### src/rtl/mult4x4_arbiter_pkg.sv
// Shared types and constants for the two-requester arbiter in front of
// the external sequential 4x4 signed multiplier.
package mult4x4_arbiter_pkg;

    localparam int OP_W            = 4;
    localparam int PROD_W          = 9;
    localparam int TIMEOUT_CYC_DEF = 16;

    typedef enum logic [1:0] {
        ST_IDLE  = 2'd0,
        ST_START = 2'd1,
        ST_WAIT  = 2'd2,
        ST_RESP  = 2'd3
    } arb_state_e;

    // Requester index to one-hot {req1, req0} strobe.
    function automatic logic [1:0] idx_to_onehot(input logic idx);
        logic [1:0] oh;
        oh = 2'b00;
        oh[idx] = 1'b1;
        return oh;
    endfunction

endpackage

### src/rtl/mult4x4_arbiter_if.sv
// Handshake between the arbiter and one sequential_signed_mult4x4 instance.
interface mult4x4_arbiter_if;
    import mult4x4_arbiter_pkg::*;

    logic                     mul_st;
    logic signed [OP_W-1:0]   mul_mplier;
    logic signed [OP_W-1:0]   mul_mcand;
    logic signed [PROD_W-1:0] mul_prod;
    logic                     mul_done;

    modport master (
        output mul_st,
        output mul_mplier,
        output mul_mcand,
        input  mul_prod,
        input  mul_done
    );

    modport slave (
        input  mul_st,
        input  mul_mplier,
        input  mul_mcand,
        output mul_prod,
        output mul_done
    );

endinterface

### src/rtl/rr_arb2.sv
// Two-way round-robin pick; the pointer remembers the last requester granted
// and only moves when the caller actually takes a grant.
module rr_arb2 (
    input  logic clk,
    input  logic rst_n,
    input  logic req0,
    input  logic req1,
    input  logic take,
    output logic win,
    output logic any
);

    logic last_r;

    // Winner selection: contention favours the requester not granted last.
    always_comb begin
        any = req0 | req1;
        if (req0 && req1) begin
            win = ~last_r;
        end else if (req1) begin
            win = 1'b1;
        end else begin
            win = 1'b0;
        end
    end

    // Pointer register; reset value 1 gives requester 0 first priority.
    always_ff @(posedge clk or negedge rst_n) begin
        if (!rst_n) begin
            last_r <= 1'b1;
        end else if (take && any) begin
            last_r <= win;
        end else begin
            last_r <= last_r;
        end
    end

endmodule

### src/rtl/mult4x4_arbiter.sv
// Arbitrates two requesters onto one external sequential multiplier, one job
// at a time, with a WAIT timeout that returns an error response.
module mult4x4_arbiter
    import mult4x4_arbiter_pkg::*;
#(
    parameter int TIMEOUT_CYC = TIMEOUT_CYC_DEF
) (
    input  logic                     clk,
    input  logic                     rst_n,
    input  logic                     req0,
    input  logic                     req1,
    input  logic signed [OP_W-1:0]   mplier0,
    input  logic signed [OP_W-1:0]   mcand0,
    input  logic signed [OP_W-1:0]   mplier1,
    input  logic signed [OP_W-1:0]   mcand1,
    output logic                     gnt0,
    output logic                     gnt1,
    output logic                     rsp_valid0,
    output logic                     rsp_valid1,
    output logic signed [PROD_W-1:0] rsp_prod,
    output logic                     rsp_err,
    mult4x4_arbiter_if.master        mul
);

    localparam int CNT_W = $clog2(TIMEOUT_CYC + 1);
    // RESP adds one cycle before rsp_valid, so the abort is decided one WAIT
    // edge early to land rsp_valid exactly TIMEOUT_CYC cycles after WAIT entry.
    localparam logic [CNT_W-1:0] TO_LAST = CNT_W'((TIMEOUT_CYC > 1) ? TIMEOUT_CYC - 2 : 0);

    arb_state_e       state_r;
    logic             win_r;
    logic [CNT_W-1:0] cnt_r;
    logic             arb_win_s;
    logic             arb_any_s;
    logic             arb_take_s;

    assign arb_take_s = (state_r == ST_IDLE);

    rr_arb2 u_rr_arb2 (
        .clk   (clk),
        .rst_n (rst_n),
        .req0  (req0),
        .req1  (req1),
        .take  (arb_take_s),
        .win   (arb_win_s),
        .any   (arb_any_s)
    );

    // Job sequencer: grant/capture, start pulse, wait with timeout, response.
    always_ff @(posedge clk or negedge rst_n) begin
        if (!rst_n) begin
            state_r        <= ST_IDLE;
            win_r          <= 1'b0;
            cnt_r          <= '0;
            gnt0           <= 1'b0;
            gnt1           <= 1'b0;
            rsp_valid0     <= 1'b0;
            rsp_valid1     <= 1'b0;
            rsp_prod       <= '0;
            rsp_err        <= 1'b0;
            mul.mul_st     <= 1'b0;
            mul.mul_mplier <= '0;
            mul.mul_mcand  <= '0;
        end else begin
            gnt0       <= 1'b0;
            gnt1       <= 1'b0;
            rsp_valid0 <= 1'b0;
            rsp_valid1 <= 1'b0;
            mul.mul_st <= 1'b0;
            case (state_r)
                ST_IDLE: begin
                    if (arb_any_s) begin
                        {gnt1, gnt0}   <= idx_to_onehot(arb_win_s);
                        win_r          <= arb_win_s;
                        mul.mul_mplier <= arb_win_s ? mplier1 : mplier0;
                        mul.mul_mcand  <= arb_win_s ? mcand1 : mcand0;
                        mul.mul_st     <= 1'b1;
                        state_r        <= ST_START;
                    end else begin
                        state_r <= ST_IDLE;
                    end
                end
                ST_START: begin
                    cnt_r   <= '0;
                    state_r <= ST_WAIT;
                end
                ST_WAIT: begin
                    if (mul.mul_done) begin
                        rsp_prod <= mul.mul_prod;
                        rsp_err  <= 1'b0;
                        state_r  <= ST_RESP;
                    end else if (cnt_r == TO_LAST) begin
                        rsp_prod <= '0;
                        rsp_err  <= 1'b1;
                        state_r  <= ST_RESP;
                    end else begin
                        cnt_r   <= cnt_r + CNT_W'(1);
                        state_r <= ST_WAIT;
                    end
                end
                ST_RESP: begin
                    {rsp_valid1, rsp_valid0} <= idx_to_onehot(win_r);
                    state_r                  <= ST_IDLE;
                end
                default: begin
                    state_r <= ST_IDLE;
                end
            endcase
        end
    end

endmodule
### src/flat_wrapper.sv
// flat-port wrapper written by rule: the top's interface ports become plain ports
module mult4x4_arbiter_flat import mult4x4_arbiter_pkg::*;
#(
    parameter int TIMEOUT_CYC = TIMEOUT_CYC_DEF
)
  (clk, rst_n, req0, req1, mplier0, mcand0, mplier1, mcand1, gnt0, gnt1, rsp_valid0, rsp_valid1, rsp_prod, rsp_err, mul_mul_st, mul_mul_mplier, mul_mul_mcand, mul_mul_prod, mul_mul_done);
  mult4x4_arbiter_if mul_i ();
  input  logic clk;
  input  logic rst_n;
  input  logic req0;
  input  logic req1;
  input  logic signed [OP_W-1:0] mplier0;
  input  logic signed [OP_W-1:0] mcand0;
  input  logic signed [OP_W-1:0] mplier1;
  input  logic signed [OP_W-1:0] mcand1;
  output logic gnt0;
  output logic gnt1;
  output logic rsp_valid0;
  output logic rsp_valid1;
  output logic signed [PROD_W-1:0] rsp_prod;
  output logic rsp_err;
  output wire logic [$bits(mul_i.mul_st)-1:0] mul_mul_st;
  output wire logic [$bits(mul_i.mul_mplier)-1:0] mul_mul_mplier;
  output wire logic [$bits(mul_i.mul_mcand)-1:0] mul_mul_mcand;
  input wire logic [$bits(mul_i.mul_prod)-1:0] mul_mul_prod;
  input wire logic [$bits(mul_i.mul_done)-1:0] mul_mul_done;
  assign mul_mul_st = mul_i.mul_st;
  assign mul_mul_mplier = mul_i.mul_mplier;
  assign mul_mul_mcand = mul_i.mul_mcand;
  assign mul_i.mul_prod = mul_mul_prod;
  assign mul_i.mul_done = mul_mul_done;
  mult4x4_arbiter #(.TIMEOUT_CYC(TIMEOUT_CYC)) u_core (.clk(clk), .rst_n(rst_n), .req0(req0), .req1(req1), .mplier0(mplier0), .mcand0(mcand0), .mplier1(mplier1), .mcand1(mcand1), .gnt0(gnt0), .gnt1(gnt1), .rsp_valid0(rsp_valid0), .rsp_valid1(rsp_valid1), .rsp_prod(rsp_prod), .rsp_err(rsp_err), .mul(mul_i));
endmodule
### config.mk
export PLATFORM = sky130hd
export DESIGN_NAME = mult4x4_arbiter_flat
export DESIGN_NICKNAME = d
export VERILOG_FILES = /design/src/rtl/mult4x4_arbiter_pkg.sv /design/src/rtl/mult4x4_arbiter_if.sv /design/src/rtl/rr_arb2.sv /design/src/rtl/mult4x4_arbiter.sv /design/src/flat_wrapper.sv
export SDC_FILE = /design/constraint.sdc
export NUM_CORES = 1
export LEC_CHECK = 0
export ABC_CLOCK_PERIOD_IN_PS = 1800
export CAP_MARGIN = 5
export CORE_MARGIN = 2
export CORE_UTILIZATION = 43
export DETAILED_ROUTE_END_ITERATION = 8
export PLACE_DENSITY_LB_ADDON = 0.1
export SYNTH_ARGS = -nofsm -noshare
export SYNTH_HDL_FRONTEND = slang
export SYNTH_HIERARCHICAL = 1
export SYNTH_SLANG_ARGS = --single-unit
### constraint.sdc
create_clock -name clk -period 1.8 [get_ports clk]
set_input_delay 0.36 -clock clk [delete_from_list [all_inputs] [get_ports clk]]
set_output_delay 0.36 -clock clk [all_outputs]
set_load 0.01 [all_outputs]
==> results.yml <==
final_layout:
  drive_gt1_share_pct: 7.51
  antenna_cells: 0
  multi_input_area_sq_um: 552
  fill_cells: 273
  nNetsFinal: 208
  area_growth_syn_to_layout_pct: 46.0
  seqCellArea_sq_um: 802
timing:
  setup_viol: 0
  worstMarginPinSlew_ns: 0.403
  hold_slack_ns: 0.427
  hold_viol: 0
  maxSlewHeadroom_pct: 73.2
  finClkSkew_ns: 0.00598
  final.setup.tns_ns: 0
  period_share_pct: 89.8
  slew_viol_final: 0
  rsz0062_at_grt: "false"
  max_clock_freq_ghz: 0.619
  layout_min_cycle_time_ns: 1.62
logic_synthesis:
  synth_top_cell_by_area: "dfrtp_1"
  syn_area_per_cell_sq_um: 12.1
  synthCells: 115
  ys_top_cells_by_count: "dfrtp_1 (31), mux2i_1 (13), nand2_1 (12)"
  synth_cell_types: 29
  yosysWarnings: 6
  ys_ff_latch: 32
  synth.most_common_cell: "dfrtp_1"
  ys.flop_type: "dfrtp_1"
  yosys-top-cells-area: "dfrtp_1 (56%), mux2i_1 (9.3%), a22o_1 (5.6%)"
  synth-async-reset-ratio_pct: 100
  ys_seq_area_share_pct: 57.4
  synth-edff-count: 0
  post-synth-top-area-fraction_pct: 55.6
  synth_area_sq_um: 1400
  syn-num-nets: 151
die:
  pin_count: 53
  start_util_pct: 45.4
  die-area_sq_um: 3720
  die_h_um: 61.0
  coreArea_sq_um: 3080
  rows: 20
  die_w_um: 61.0
clock_tree:
  cts.repair.resized: 0
  cts_hold_buf: 0
  clockRootBuffer: "clkbuf_4"
  cts_num_sinks: 32
  cts_buffer_depth: 2
  tritoncts: "built"
  cts_buffers: 5
  cts.clk_slew.worst_paths_ns: 0.10
  post-cts-setup-buffers: 0
  cts-htree-levels: 2
  insertion_delay_ns: 0.33
worst_setup_path:
  worstPathRequired_ns: 1.44
  cp_slowest_cell: "clkdlybuf4s50_1"
  worst_setup_path_end_kind: "primary output"
  path_buf_inv: 1
  timing.rr.end: "u_core/rsp_prod[5]$_DFFE_PN0P_"
  reg2reg_depth: 5
  worstPathArrival_ns: 1.26
  startpoint_type: "register"
  max_stage_delay_ns: 0.55
  crit_path_max_fanout: 2
  path_class: "register to primary output"
  r2r-start: "u_core/cnt_r[0]$_DFFE_PN0P_"
  crit_chain: "clkdlybuf4s50_1"
  path_delay_family: "buffers and inverters"
  regToRegSetupSlack_ns: 0.38
global_routing:
  grt_pass1_vias: 1122
  grt_pass1_wl_mm: 4.85
  grt_max_degree: 33
  antenna_found_initial: 0
  grt_usage_pct: 18.0
  grt_overflow: 0
flow_run:
  cap_violations: 0
pwr:
  seq_power_share_pct: 41.4
  combPwrFrac_pct: 44.6
  p_sw_share_pct: 33.8
  irDropWorstVdd_v: 0.000854
  p_leak_uw: 0.000941
  switchingPower_uw: 1020
  p_clk_share_pct: 14.1
  power_density_nw_per_um2: 1480
  p_int_uw: 2000
detailed_routing:
  avgRoutedWirePerCell_um: 13.4
  met1_length_mm: 1.26
  drt-total-wl_mm: 2.90
  routed_via_density: 4.88
  wl_met2_mm: 1.45
  dr.pass1.iters: 4
  dr_total_vias: 1060
  ant_nets: 0
  route.detailed.drc: 0
  drt_iter0_markers: 70
  top_layer: "met4"
  wl_met3_um: 167
run_status:
  status: "finished, final reports clean"
place:
  hpwl_mm: 2.14
  port_buffers: 52
  gp_congestion: 0.762
min_path:
  hold_path.class: "input pin to async pin"
==> metal layers <==
| layer | up-vias | GRT usage, % |
|---|---|---|
| met1 | 507 | 20.4 |
| met5 | - | 0 |
| met2 | 31 | 30.9 |
| met3 | 4 | 7.68 |
| met4 | 0 | 5.28 |
| li1 | 518 | - |
==> final cells by class <==
type / instances / share of cell area (%)
Sequential cell: 32 / 39.3
Timing Repair Buffer: 55 / 27.3
Multi-Input combinational cell: 74 / 27.1
Clock buffer: 8 / 2.89
Tap cell: 44 / 2.70
Inverter: 4 / 0.737
==> cell usage in the layout, fill, tap and decap left out <==
cell,netlist,layout
dfrtp_1,31,31
a22o_1,9,9
nand2_1,12,12
clkdlybuf4s50_1,0,52
buf_12,0,1
inv_1,4,4
a31oi_1,2,2
clkbuf_8,0,1
clkbuf_4,0,5
and2_4,1,1
and3_1,1,1
a21oi_1,2,2
a21boi_1,0,1
clkbuf_1,2,2
o21ai_0,10,10
buf_4,2,2
nand2b_1,2,2
nor2_1,3,3
or2_1,1,1
nand4b_1,2,2
nand3_1,1,1
o21ai_4,1,1
xor2_1,1,1
and3b_1,1,1
ha_1,6,6
mux2i_1,13,13
and4b_4,1,1
dfstp_2,1,1
and2_1,1,1
nor2b_1,1,1
nand3b_1,1,1
a21o_1,1,1
==> metrics by stage <==
step	power, uW	setup slack (ns)	util, %	instances	instance area (sq um)
floorplan	1920	0.481	-	115	1400
global placement	2570	0.183	64.3	209	1980
detailed placement	2620	0.140	64.3	209	1980
CTS	3060	0.167	66.2	217	2040
global route	3250	0.119	66.2	217	2040
finish	3020	0.184	66.2	217	2040
==> power by group through the flow <==
stage / sequential [uW] / combinational, uW / clock, uW
final: 1250 / 1350 / 425
after global placement: 1250 / 1320 / 0
after floorplan: 1330 / 593 / 0
after detailed placement: 1250 / 1370 / 0
after CTS: 1250 / 1360 / 443
after global routing: 1290 / 1480 / 482
==> worst max-delay path by stage <==
stage	depth (start not counted)	startpoint	slack, ns	endpoint
global route	1	u_core/rsp_prod[7]$_DFFE_PN0P_	0.12	rsp_prod[7]
finish	1	u_core/rsp_prod[0]$_DFFE_PN0P_	0.18	rsp_prod[0]
detailed placement	5	req1	0.14	u_core/mul.mul_mcand[2]$_DFFE_PN0P_
floorplan	6	u_core/state_r[0]$_DFF_PN0_	0.48	u_core/rsp_prod[0]$_DFFE_PN0P_
CTS	1	u_core/rsp_prod[0]$_DFFE_PN0P_	0.17	rsp_prod[0]
global placement	5	req1	0.18	u_core/mul.mul_mcand[2]$_DFFE_PN0P_
==> kinds of logic (layout without fill, tap and decap cells) <==
logic type / count (synthesis) / in the layout / share of synthesized area, %
xor gates and xnor gates: 1 / 1 / 0.627
buffers and inverters: 9 / 67 / 3.05
muxes: 13 / 13 / 9.32
adders and majority gates: 6 / 6 / 5.38
and+or+nand+nor: 28 / 28 / 11.1
AOI/OAI and AO/OA: 26 / 26 / 13.1
DFF: 32 / 32 / 57.4
==> sequential cells by signal, indices dropped and copies added (netlist names) <==
signal	flops
u_core/mul.mul_st	1
u_core/mul.mul_mplier	4
u_core/win_r	1
u_core/gnt1	1
u_core/gnt0	1
u_core/rsp_err	1
u_core/u_rr_arb2/last_r	1
u_core/mul.mul_mcand	4
u_core/cnt_r	5
u_core/rsp_valid0	1
u_core/rsp_valid1	1
u_core/state_r	2
u_core/rsp_prod	9
Power figures use the tool's default switching activity.
